[src/rtl/alsu_arbiter.sv]
// Two-requester round-robin arbiter and sequencer in front of the ALSU.
// Issues one op per cycle, tracks it through the ALSU's fixed latency, and returns tagged results.
module alsu_arbiter #(
    parameter int LOCK_MAX = 8
) (
    input  logic       clk,
    input  logic       reset,
    input  logic       req0_valid,
    output logic       req0_ready,
    input  logic [2:0] req0_op,
    input  logic [2:0] req0_a,
    input  logic [2:0] req0_b,
    input  logic [6:0] req0_ctrl,
    input  logic       req0_lock,
    input  logic       req1_valid,
    output logic       req1_ready,
    input  logic [2:0] req1_op,
    input  logic [2:0] req1_a,
    input  logic [2:0] req1_b,
    input  logic [6:0] req1_ctrl,
    input  logic       req1_lock,
    output logic [2:0] alsu_opcode,
    output logic [2:0] alsu_A,
    output logic [2:0] alsu_B,
    output logic       alsu_cin,
    output logic       alsu_red_op_A,
    output logic       alsu_red_op_B,
    output logic       alsu_bypass_A,
    output logic       alsu_bypass_B,
    output logic       alsu_direction,
    output logic       alsu_serial_in,
    input  logic [5:0] alsu_out,
    output logic       rsp_valid,
    output logic       rsp_id,
    output logic [5:0] rsp_data,
    output logic       rsp_err
);

    typedef enum logic {
        LOCK_IDLE = 1'b0,
        LOCK_HELD = 1'b1
    } lock_state_t;

    localparam logic [8:0] LockMax = 9'(LOCK_MAX);

    lock_state_t r_lock_state;
    logic        r_owner;
    logic        r_ptr;
    logic [7:0]  r_lock_cnt;

    logic [2:0]  r_opcode;
    logic [2:0]  r_a;
    logic [2:0]  r_b;
    logic [6:0]  r_ctrl;

    logic [2:0]  r_tag_v;
    logic [2:0]  r_tag_id;
    logic [2:0]  r_tag_err;

    logic        r_rsp_valid;
    logic        r_rsp_id;
    logic [5:0]  r_rsp_data;
    logic        r_rsp_err;

    logic        w_gnt0;
    logic        w_gnt1;
    logic        w_acc;
    logic        w_id;
    logic        w_illegal;
    logic        w_owner_valid;
    logic        w_sel_lock;
    logic [2:0]  w_op;
    logic [2:0]  w_a;
    logic [2:0]  w_b;
    logic [6:0]  w_ctrl;
    logic [8:0]  w_cnt_next;

    // Handshake: readyN is a grant that already implies validN; a request is
    // accepted on the rising edge where validN & readyN. At most one grant per cycle.
    always_comb begin
        w_gnt0 = 1'b0;
        w_gnt1 = 1'b0;
        if (r_lock_state == LOCK_HELD) begin
            if (r_owner) w_gnt1 = req1_valid;
            else         w_gnt0 = req0_valid;
        end else if (req0_valid && req1_valid) begin
            if (r_ptr) w_gnt0 = 1'b1;
            else       w_gnt1 = 1'b1;
        end else begin
            w_gnt0 = req0_valid;
            w_gnt1 = req1_valid;
        end
    end

    assign req0_ready    = w_gnt0 & reset;
    assign req1_ready    = w_gnt1 & reset;
    assign w_acc         = w_gnt0 | w_gnt1;
    assign w_id          = w_gnt1;
    assign w_op          = w_id ? req1_op   : req0_op;
    assign w_a           = w_id ? req1_a    : req0_a;
    assign w_b           = w_id ? req1_b    : req0_b;
    assign w_ctrl        = w_id ? req1_ctrl : req0_ctrl;
    assign w_sel_lock    = w_id ? req1_lock : req0_lock;
    assign w_illegal     = w_op[2] & w_op[1];
    assign w_owner_valid = r_owner ? req1_valid : req0_valid;
    assign w_cnt_next    = {1'b0, r_lock_cnt} + 9'd1;

    // Lock FSM; the pointer always ends on the last owner so the other side wins next.
    always_ff @(posedge clk or negedge reset) begin
        if (!reset) begin
            r_lock_state <= LOCK_IDLE;
            r_owner      <= 1'b0;
            r_lock_cnt   <= 8'd0;
            r_ptr        <= 1'b1;
        end else if (w_acc) begin
            r_ptr   <= w_id;
            r_owner <= w_id;
            if (w_sel_lock && (w_cnt_next < LockMax)) begin
                r_lock_state <= LOCK_HELD;
                r_lock_cnt   <= w_cnt_next[7:0];
            end else begin
                r_lock_state <= LOCK_IDLE;
                r_lock_cnt   <= 8'd0;
            end
        end else if ((r_lock_state == LOCK_HELD) && !w_owner_valid) begin
            r_lock_state <= LOCK_IDLE;
            r_lock_cnt   <= 8'd0;
            r_ptr        <= r_owner;
        end
    end

    // Illegal opcodes and idle cycles both issue a NOP, which also breaks any shift chain.
    always_ff @(posedge clk or negedge reset) begin
        if (!reset) begin
            r_opcode <= 3'd0;
            r_a      <= 3'd0;
            r_b      <= 3'd0;
            r_ctrl   <= 7'd0;
        end else if (w_acc && !w_illegal) begin
            r_opcode <= w_op;
            r_a      <= w_a;
            r_b      <= w_b;
            r_ctrl   <= w_ctrl;
        end else begin
            r_opcode <= 3'd0;
            r_a      <= 3'd0;
            r_b      <= 3'd0;
            r_ctrl   <= 7'd0;
        end
    end

    assign alsu_opcode    = r_opcode;
    assign alsu_A         = r_a;
    assign alsu_B         = r_b;
    assign alsu_cin       = r_ctrl[6];
    assign alsu_red_op_A  = r_ctrl[5];
    assign alsu_red_op_B  = r_ctrl[4];
    assign alsu_bypass_A  = r_ctrl[3];
    assign alsu_bypass_B  = r_ctrl[2];
    assign alsu_direction = r_ctrl[1];
    assign alsu_serial_in = r_ctrl[0];

    // Tag stage 2 lines up with the cycle in which alsu_out holds that op's result.
    always_ff @(posedge clk or negedge reset) begin
        if (!reset) begin
            r_tag_v     <= 3'd0;
            r_tag_id    <= 3'd0;
            r_tag_err   <= 3'd0;
            r_rsp_valid <= 1'b0;
            r_rsp_id    <= 1'b0;
            r_rsp_data  <= 6'd0;
            r_rsp_err   <= 1'b0;
        end else begin
            r_tag_v     <= {r_tag_v[1:0],   w_acc};
            r_tag_id    <= {r_tag_id[1:0],  w_acc & w_id};
            r_tag_err   <= {r_tag_err[1:0], w_acc & w_illegal};
            r_rsp_valid <= r_tag_v[2];
            r_rsp_id    <= r_tag_v[2] & r_tag_id[2];
            r_rsp_err   <= r_tag_v[2] & r_tag_err[2];
            r_rsp_data  <= (r_tag_v[2] && !r_tag_err[2]) ? alsu_out : 6'd0;
        end
    end

    assign rsp_valid = r_rsp_valid;
    assign rsp_id    = r_rsp_id;
    assign rsp_data  = r_rsp_data;
    assign rsp_err   = r_rsp_err;

endmodule

[config.mk]
export PLATFORM = sky130hd
export DESIGN_NAME = alsu_arbiter
export DESIGN_NICKNAME = d
export VERILOG_FILES = /design/src/rtl/alsu_arbiter.sv
export SDC_FILE = /design/constraint.sdc
export NUM_CORES = 1
export LEC_CHECK = 0
export BUFFER_PORTS_ARGS = -buffer_cell sky130_fd_sc_hd__buf_2
export CORE_MARGIN = 1.5
export CORE_UTILIZATION = 43
export CTS_BUF_LIST = sky130_fd_sc_hd__clkbuf_16
export DETAILED_ROUTE_END_ITERATION = 10
export PLACE_DENSITY_LB_ADDON = 0.08
export SLEW_MARGIN = 30
export SYNTH_ARGS = -nofsm -noshare
export SYNTH_HDL_FRONTEND = slang
export SYNTH_SLANG_ARGS = --single-unit
[constraint.sdc]
create_clock -name clk -period 2 [get_ports clk]
set_clock_uncertainty 0.2 [all_clocks]
set_input_delay 0.5 -clock clk [delete_from_list [all_inputs] [get_ports clk]]
set_output_delay 0.5 -clock clk [all_outputs]
set_load 0.01 [all_outputs]
==> impl_metrics.env, run 1 <==
export IMPL_cts_max_level=2
export IMPL_crit_path_max_incr_delay_ns=0.55
export IMPL_syn_num_nets=203
export IMPL_first_global_vias=1343
export IMPL_antenna_found_initial=0
export IMPL_crit_family="flip-flops"
export IMPL_ios=71
export IMPL_ys_ff_latch=45
export IMPL_syn_instance_count=158
export IMPL_swShare_pct=25.5
export IMPL_drive_gt1_share_pct=47.5
export IMPL_io_buffer_count=70
export IMPL_grt_max_degree=29
export IMPL_diodes=0
export IMPL_setup_ws_ns=-0.0519
export IMPL_peakVddDrop_uv=434
export IMPL_startpoint_type="flop"
export IMPL_setup_violations=1
export IMPL_routed_via_count=1447
export IMPL_clock_root_buffer="clkbuf_16"
export IMPL_yosys_warnings=0
export IMPL_dieArea_sq_um=4690
export IMPL_fp_dieW_microns=68.5
export IMPL_rsz0062_at_grt="yes"
export IMPL_status="finished with violations"
export IMPL_grt_pass1_wl_microns=6020
export IMPL_failed_checks="negative setup slack"
export IMPL_fin_area_sq_um=2510
export IMPL_r2r_slack_ns=0.10
export IMPL_area_delta_synth_final_pct=36.4
export IMPL_p_comb_share_pct=20.7
export IMPL_drt_first_pass_iters=4
export IMPL_clkTransAtPathRegs_ns=0.06
export IMPL_synth_most_common_cell="dfrtp_1"
export IMPL_yosys_top_cells_count="dfrtp_1, nand2_1, and2_1, a21oi_2, a21oi_1"
export IMPL_cts_buffers=5
export IMPL_max_slew_margin_rel_pct=67.8
export IMPL_grt_total_usage_pct=17.4
export IMPL_num_rows=23
export IMPL_yosys_mux_area_fraction_pct=1.70
export IMPL_nNetsFinal=286
export IMPL_seqPwrFrac_pct=41.1
export IMPL_place_gp_congestion=0.807
export IMPL_postPlaceCellArea_sq_um=2280
export IMPL_drcViolationCount=0
export IMPL_synth_main_ff_cell="dfrtp_1"
export IMPL_yosys_area_share_simple_pct=19.1
export IMPL_synthAdderAreaFrac_pct=0.679
export IMPL_r2r_end="r_ctrl[1]$_DFF_PN0_"
export IMPL_end_kind="output pin"
export IMPL_fmax_ghz=0.487
export IMPL_core_sq_um=4060
export IMPL_syn_area_per_cell_sq_um=11.7
export IMPL_cts_buffer_depth=2
export IMPL_finalHoldViolCount=0
export IMPL_period_needed_ns=2.05
export IMPL_cp_slowest_cell="dfstp_2"
export IMPL_clk_latency_ns=0.28
export IMPL_worst_slew_pin_slew_ns=0.470
export IMPL_grt_overflow=0
export IMPL_synth_compound_area_share_pct=14.0
export IMPL_cts_tree="yes"
export IMPL_cp_max_fo=4
export IMPL_synth_edff_count=0
export IMPL_synth_xor_area_share_pct=0
export IMPL_final_cells=292
export IMPL_dp_cells=281
export IMPL_netSwitchingPower_w=0.000690
export IMPL_start_util_pct=45.4
export IMPL_synth_top_family_by_area="simple AND/OR/NAND/NOR gates"
export IMPL_maxCapViolations=0
export IMPL_avgRoutedWirePerCell_microns=13.1
export IMPL_synthTopCellsByArea="dfrtp_1, nand2_1, a21oi_2"
export IMPL_pwr_density_cell_nw_per_um2=1080
export IMPL_async_flop_share_pct=100
export IMPL_p_leak_nw=1.31
export IMPL_wl_microns=3820
export IMPL_fp_dieH_microns=68.5
export IMPL_hold_path_class="input pin to async pin"
export IMPL_first_iter_violations=48
export IMPL_clkPwrFrac_pct=38.2
export IMPL_ant_nets=0
export IMPL_yosys_area_top_type_share_pct=59.7
export IMPL_vias_per_cell=4.96
export IMPL_finalMaxSlewViolations=0
export IMPL_worst_setup_path_type="flop to output pin"
export IMPL_fin_crit_sh_pct=103
export IMPL_path_buf_inv=2
export IMPL_required_ns=1.30
export IMPL_netlist_area_sq_um=1840
export IMPL_p_int_w=0.00202
export IMPL_yosysTopAreaCell="dfrtp_1"
export IMPL_crit_chain="nand3b_1 -> nand3_2 -> inv_2 -> and2_4 -> buf_6"
export IMPL_dp_hpwl_microns=2840
export IMPL_r2r_cells=5
export IMPL_synth_seq_area_share_pct=61.2
export IMPL_arrival_ns=1.35
export IMPL_p_total_w=0.00271
export IMPL_clock_sinks=45
export IMPL_holdBufCountCts=0
export IMPL_rr_startpoint="r_lock_state$_DFFE_PN0P_"
export IMPL_ys_types=36
[cells in the final DEF (no fill, tap or decap), types with 3 or more instances in the layout]
master     instances
a21oi_2           11
nor2_1             4
nand2_1           37
a21oi_1            6
inv_1              4
buf_4             11
clkbuf_16          5
and2_1            12
o211ai_1           3
buf_2             69
dfrtp_1           43
[metrics by stage]
step | worst slack, ns | utilization [%] | TNS, ns | hold slack (ns)
6_report | -0.0519 | 61.9 | -0.0519 | 0.0446
5_1_grt | -0.130 | 61.9 | -0.146 | 0.0577
4_1_cts | -0.0540 | 61.9 | -0.0540 | 0.0467
3_5_place_dp | -0.0154 | 56.1 | -0.0717 | 0.135
3_3_place_gp | 0.0256 | 56.1 | 0 | 0.133
2_1_floorplan | 0.0445 | - | 0 | 0.00441
[timing repair]
item                                    CTS  global route
setup buffers                             3             0
pin swaps                                 3             0
endpoints found under the hold margin     0             0
endpoints found under the setup margin    2             2
gates cloned                              0             0
gates resized for setup                   5             0
[kinds of logic (layout without fill, tap and decap cells)]
group	after synthesis	after routing
AO/OA/AOI/OAI	31	31
adder cells (fa/ha/maj)	1	1
buffers and inverters	10	94
flip-flops	45	45
multiplexers	3	3
AND/OR/NAND/NOR	68	68
[state kept, by name (all words and copies together), names as in the netlist]
register	cells
alsu_A	3
alsu_B	3
alsu_opcode	3
r_ctrl	7
r_lock_cnt	8
r_lock_state	1
r_owner	1
r_ptr	1
r_tag_err	3
r_tag_id	3
r_tag_v	3
rsp_data	6
rsp_err	1
rsp_id	1
rsp_valid	1
[layer usage]
metal / GRT usage [%] / part of all wire (%)
met1: 22.8 / 42
met2: 28.2 / 51
met3: 4.61 / 6.5
met4: 4.75 / 0.44
met5: 0 / 0
[area by class of cell]
class                   instances  area, sq um
well taps                      50         62.6
inverters                       5         18.8
multi-input cells             103          674
flip-flops and latches         45         1130
clock buffers                   5          125
fillers                       342         1540
clock inverters                 3         65.1
repair buffers                 81          439
[worst max path at each step]
stage                                endpoint              start  slack (ns)  cells after the start
after floorplan                    req1_ready         req1_valid        0.04                      5
after global placement    r_ctrl[1]$_DFF_PN0_         req0_valid        0.03                      5
after detailed placement  r_ctrl[0]$_DFF_PN0_         req0_valid       -0.02                      5
after CTS                          req1_ready  r_ptr$_DFFE_PN1P_       -0.05                      5
after global routing               req1_ready  r_ptr$_DFFE_PN1P_       -0.13                      5
final                              req1_ready  r_ptr$_DFFE_PN1P_       -0.05                      5
[power by group through the flow]
| stage | Clock, W | Combinational [W] | Sequential, W |
|---|---|---|---|
| 6_report | 0.00104 | 0.000560 | 0.00111 |
| 4_1_cts | 0.00106 | 0.000569 | 0.00111 |
| 2_1_floorplan | 0 | 0.000299 | 0.00116 |
| 3_5_place_dp | 0 | 0.000533 | 0.00113 |
| 3_3_place_gp | 0 | 0.000513 | 0.00113 |
| 5_1_grt | 0.00110 | 0.000628 | 0.00113 |
(Power assumes the default switching activity.)
==> run 2: changes to the inputs <==
- CTS_CLUSTER_SIZE: unset -> 24
- clock period: 2 -> 1.65 ns (I/O delays scaled with it)
==> impl_metrics.env, run 2 (same netlist as run 1, synthesis figures left out) <==
export IMPL_status="finished with violations"
export IMPL_failed_checks="negative setup slack"
export IMPL_nFillCells=327
export IMPL_fmax_ghz=0.498
export IMPL_io_buffer_count=70
export IMPL_crit_chain="buf_6 -> nand3b_1 -> nand3_4 -> inv_4 -> and2_4 -> buf_6"
export IMPL_first_global_vias=1503
export IMPL_drive_gt1_share_pct=51.6
export IMPL_avgRoutedWirePerCell_microns=13.6
export IMPL_grt_max_degree=30
export IMPL_largest_reg_flops=8
export IMPL_vias_per_cell=4.82
export IMPL_ant_nets=0
export IMPL_rr_startpoint="r_lock_state$_DFFE_PN0P_"
export IMPL_wl_microns=4180
export IMPL_fin_crit_sh_pct=122
export IMPL_dp_slack_ns=-0.264
export IMPL_crit_path_max_incr_delay_ns=0.40
export IMPL_clkTransAtPathRegs_ns=0.06
export IMPL_setup_violations=24
export IMPL_setup_ws_ns=-0.359
export IMPL_grt_total_usage_pct=18.8
export IMPL_finalHoldViolCount=0
export IMPL_p_total_w=0.00314
export IMPL_clk_latency_ns=0.28
export IMPL_final_util_pct=66.2
export IMPL_arrival_ns=1.40
export IMPL_max_slew_margin_rel_pct=71.9
export IMPL_required_ns=1.04
export IMPL_grt_pass1_wl_microns=6470
export IMPL_clock_root_buffer="clkbuf_16"
export IMPL_start_util_pct=45.4
export IMPL_maxCapViolations=0
export IMPL_nNetsFinal=304
export IMPL_fp_dieH_microns=68.5
export IMPL_final_common_cell="buf_2"
export IMPL_drt_first_pass_iters=4
export IMPL_regMostFlops="r_lock_cnt"
export IMPL_startpoint="r_lock_state$_DFFE_PN0P_"
export IMPL_cts_buffers=5
export IMPL_antenna_found_initial=0
export IMPL_peakVddDrop_uv=505
export IMPL_seqCellArea_sq_um=1130
export IMPL_finalMaxSlewViolations=0
export IMPL_diodes=0
export IMPL_cp_slowest_cell="dfrtp_1"
export IMPL_worst_setup_path_type="flop to output pin"
export IMPL_startpoint_type="flop"
export IMPL_dp_hpwl_microns=2920
export IMPL_cp_common_cell="buf_6"
export IMPL_hold_path_class="input pin to async pin"
export IMPL_routed_via_count=1485
export IMPL_period_needed_ns=2.01
export IMPL_worst_slew_pin_slew_ns=0.420
export IMPL_end_kind="output pin"
export IMPL_worst_hold_slack_ns=0.108
export IMPL_first_iter_violations=49
export IMPL_p_leak_nw=1.39
export IMPL_multi_input_area_sq_um=693
export IMPL_drcViolationCount=0
export IMPL_num_rows=23
export IMPL_place_gp_congestion=0.813
export IMPL_cts_max_level=2
export IMPL_cp_max_fo=4
export IMPL_grt_overflow=0
export IMPL_ios=71
export IMPL_pwr_density_cell_nw_per_um2=1170
export IMPL_clock_sinks=45
export IMPL_cts_buffer_depth=2
export IMPL_dieArea_sq_um=4690
export IMPL_rsz0062_at_grt="yes"
export IMPL_area_delta_synth_final_pct=45.7
export IMPL_cts_tree="yes"
export IMPL_layout_common_cells="buf_2, dfrtp_1, nand2_1, buf_4"
export IMPL_fp_dieW_microns=68.5
export IMPL_core_sq_um=4060
## run 2: worst paths after layout
| check | to | slack, ns | cells past startpoint |
|---|---|---|---|
| max | req1_ready | -0.36 | 6 |
| min | r_tag_id[1]$_DFF_PN0_ | 0.11 | 3 |
| max reg2reg | r_ctrl[5]$_DFF_PN0_ | -0.33 | 7 |
| min reg2reg | r_tag_id[1]$_DFF_PN0_ | 0.15 | 0 |
| max in group asynchronous | r_ptr$_DFFE_PN1P_ | 0.52 | 3 |
| min in group clk | rsp_data[0]$_DFF_PN0_ | 0.14 | 2 |
## run 2: timing repair
item / CTS / global route
hold endpoints to repair: 15 / 0
gates resized for setup: 6 / 8
pin swaps: 3 / 4
hold buffers: 1 / 0
buffers inserted: 4 / 6
setup endpoints to repair: 23 / 24
## run 2: where the power goes
part | switching, W | leakage (nW) | total (W) | internal (W)
combinational | 0.000425 | 0.746 | 0.000875 | 0.000450
sequential | 0.0000664 | 0.577 | 0.00134 | 0.00128
clock | 0.000377 | 0.0655 | 0.000918 | 0.000541
total | 0.000869 | 1.39 | 0.00314 | 0.00227
## run 2: routing by layer
metal	vias up	part of all wire, %	global-route usage, %
li1	728	-	-
met1	708	42	22.6
met5	-	0	0
met4	0	1.3	7.00
met2	44	51	31.5
met3	5	5.7	5.76
## run 2: metrics by stage
step	TNS, ns	instance area (sq um)	std cells
2_1_floorplan	-1.30	1870	158
3_3_place_gp	-4.34	2360	291
3_5_place_dp	-4.74	2360	291
4_1_cts	-4.31	2590	302
5_1_grt	-7.70	2690	308
6_report	-6.16	2690	308
## run 2: worst max-delay path: cells and delay by family (launching register included)
kind	cells	cell delay, ns
buf+inv	3	0.27
flops	1	0.40
simple gates	3	0.45
## run 2: cell type report
class                           instances  area share [%]
Clock buffer                            5            4.66
Sequential cell                        45            42.0
Timing Repair Buffer                   99            24.2
Inverter                                5           0.792
Multi-Input combinational cell        103            25.8
Tap cell                               50            2.33
Clock inverter                          1           0.186
==> run 3: changes to the inputs <==
- ABC_AREA: unset -> 1
- CORE_UTILIZATION: 43 -> 46
- CTS_BUF_LIST: sky130_fd_sc_hd__clkbuf_16 -> sky130_fd_sc_hd__clkbuf_8
- MAX_ROUTING_LAYER: unset -> met4
==> impl_metrics.env, run 3 <==
export IMPL_yosys_area_top_type_share_pct=53.8
export IMPL_failed_checks="negative setup slack"
export IMPL_first_global_vias=1623
export IMPL_pwr_density_cell_nw_per_um2=1510
export IMPL_ant_nets=0
export IMPL_async_flop_share_pct=100
export IMPL_seqPwrFrac_pct=37.7
export IMPL_cts_max_level=2
export IMPL_fin_setup_tns_ns=-2.62
export IMPL_rsz0062_at_grt="yes"
export IMPL_setup_ws_ns=-0.277
export IMPL_syn_area_per_cell_sq_um=8.71
export IMPL_synthTopCellsByArea="dfrtp_1, nand2_1, inv_1"
export IMPL_end_kind="output pin"
export IMPL_drcViolationCount=0
export IMPL_clock_sinks=45
export IMPL_fmax_ghz=0.519
export IMPL_vias_per_cell=4.36
export IMPL_maxCapViolations=0
export IMPL_finalHoldViolCount=0
export IMPL_first_iter_violations=63
export IMPL_fp_dieW_microns=69.7
export IMPL_final_common_cell="nand2_1"
export IMPL_dieArea_sq_um=4860
export IMPL_p_leak_nw=1.63
export IMPL_yosys_warnings=0
export IMPL_dp_hpwl_microns=2940
export IMPL_period_needed_ns=1.93
export IMPL_cts_tree="yes"
export IMPL_io_buffer_count=70
export IMPL_clk_latency_ns=0.29
export IMPL_required_ns=1.04
export IMPL_ys_ff_latch=45
export IMPL_worst_hold_slack_ns=0.0175
export IMPL_synth_edff_count=0
export IMPL_max_slew_margin_rel_pct=71.9
export IMPL_fin_area_sq_um=2810
export IMPL_netlist_area_sq_um=2050
export IMPL_syn_instance_count=235
export IMPL_worst_setup_path_type="flop to output pin"
export IMPL_clock_root_buffer="clkbuf_8"
export IMPL_fin_crit_sh_pct=117
export IMPL_ios=71
export IMPL_postPlaceCellArea_sq_um=2620
export IMPL_diodes=0
export IMPL_grt_max_degree=36
export IMPL_netSwitchingPower_w=0.00160
export IMPL_status="finished with violations"
export IMPL_yosysTopAreaCell="dfrtp_1"
export IMPL_startpoint_type="flop"
export IMPL_cts_buffers=5
export IMPL_core_sq_um=4320
export IMPL_area_delta_synth_final_pct=37.4
export IMPL_clkTransAtPathRegs_ns=0.08
export IMPL_p_comb_share_pct=46.3
export IMPL_layout_common_cells="nand2_1, buf_2, dfrtp_1, inv_1, nor2_1"
export IMPL_nNetsFinal=381
export IMPL_yosys_top_cells_count="nand2_1, dfrtp_1, inv_1, nor2_1, nand3_1"
export IMPL_worst_slew_pin_slew_ns=0.421
export IMPL_place_gp_congestion=0.836
export IMPL_final_util_pct=65.0
export IMPL_cp_max_fo=5
export IMPL_synth_most_common_cell="nand2_1"
export IMPL_largest_reg_flops=8
export IMPL_p_int_w=0.00265
export IMPL_regMostFlops="r_lock_cnt"
export IMPL_antenna_found_initial=0
export IMPL_arrival_ns=1.31
export IMPL_clkPwrFrac_pct=16.0
export IMPL_swShare_pct=37.5
export IMPL_cts_buffer_depth=2
export IMPL_start_util_pct=47.3
export IMPL_avgRoutedWirePerCell_microns=10.2
export IMPL_wl_microns=3950
export IMPL_ys_types=20
export IMPL_grt_total_usage_pct=18.7
export IMPL_hold_path_class="input pin to async pin"
export IMPL_grt_pass1_wl_microns=7040
export IMPL_drt_first_pass_iters=4
export IMPL_setup_violations=28
export IMPL_synth_main_ff_cell="dfrtp_1"
export IMPL_syn_num_nets=280
export IMPL_drive_gt1_share_pct=40.7
export IMPL_fp_dieH_microns=69.7
export IMPL_grt_overflow=0
export IMPL_synth_seq_area_share_pct=55.1
export IMPL_peakVddDrop_uv=879
export IMPL_routed_via_count=1695
export IMPL_finalMaxSlewViolations=0
export IMPL_num_rows=24
export IMPL_p_total_w=0.00425
[run 3: cell count changes after synthesis, sizes merged, moves of 3 or more]
| cell | previous run | this run |
|---|---|---|
| nand2 | 37 | 92 |
| a21oi | 17 | 1 |
| nand3 | 3 | 14 |
| nor2 | 4 | 37 |
| inv | 5 | 37 |
| and2 | 14 | 1 |
| o211ai | 3 | 0 |
[run 3: final timing paths]
kind / from / to / slack, ns / cells past startpoint
worst max-delay path: r_lock_state$_DFFE_PN0P_ / req1_ready / -0.28 / 6
worst min-delay path: reset / rsp_err$_DFF_PN0_ / 0.02 / 2
worst max register to register: r_lock_state$_DFFE_PN0P_ / r_lock_cnt[1]$_DFFE_PN0P_ / -0.13 / 10
worst min register to register: r_tag_id[1]$_DFF_PN0_ / r_tag_id[2]$_DFF_PN0_ / 0.15 / 0
max in group asynchronous: reset / r_ptr$_DFFE_PN1P_ / 0.50 / 3
min in group clk: alsu_out[3] / rsp_data[3]$_DFF_PN0_ / 0.11 / 3
[run 3: kinds of logic after synthesis]
group / share of synthesized area [%]
fa+ha+maj: 0.612
compound gates: 1.16
flops: 55.1
buf+inv: 8.50
simple gates: 34.6
[run 3: area by class of cell]
type / instances / area [sq um]
Clock buffer: 5 / 68.8
Clock inverter: 3 / 22.5
Fill cell: 388 / 1510
Inverter: 37 / 146
Multi-Input combinational cell: 150 / 782
Sequential cell: 45 / 1130
Tap cell: 52 / 65.1
Timing Repair Buffer: 97 / 597
[run 3: what timing repair did]
item | in CTS | in global routing
cloned | 0 | 0
endpoints found under the setup margin | 28 | 30
pin swaps | 9 | 2
setup buffers | 4 | 0
hold endpoints to repair | 9 | 0
gates resized for setup | 16 | 3
hold buffers | 1 | 0
[run 3: per-stage QoR]
| step | cells | setup WS (ns) |
|---|---|---|
| final | 389 | -0.277 |
| after detailed placement | 376 | -0.0924 |
| after global routing | 389 | -0.343 |
| after CTS | 389 | -0.305 |
| after global placement | 376 | -0.0795 |
| after floorplan | 235 | 0.00225 |
[run 3: power groups by stage]
stage	combinational, W	clock [W]	sequential (W)
finish	0.00197	0.000678	0.00160
global route	0.00219	0.000742	0.00165
CTS	0.00198	0.000707	0.00161
detailed placement	0.00183	0	0.00162
global placement	0.00181	0	0.00162
floorplan	0.000997	0	0.00175
[run 3: critical path, cell delays in order, from the launching register on]
cell     delay (ns)
dfrtp_2        0.46
o21ai_2        0.17
nand2_4        0.09
nand2_8        0.09
inv_8          0.04
nor2_4         0.08
buf_6          0.10
[run 3: metal layers]
metal | vias up | routed length [microns] | track usage, %
met5 | - | 0 | -
li1 | 893 | - | -
met4 | 0 | 51 | 6.41
met1 | 751 | 1760 | 23.0
met3 | 4 | 189 | 3.34
met2 | 47 | 1950 | 31.3
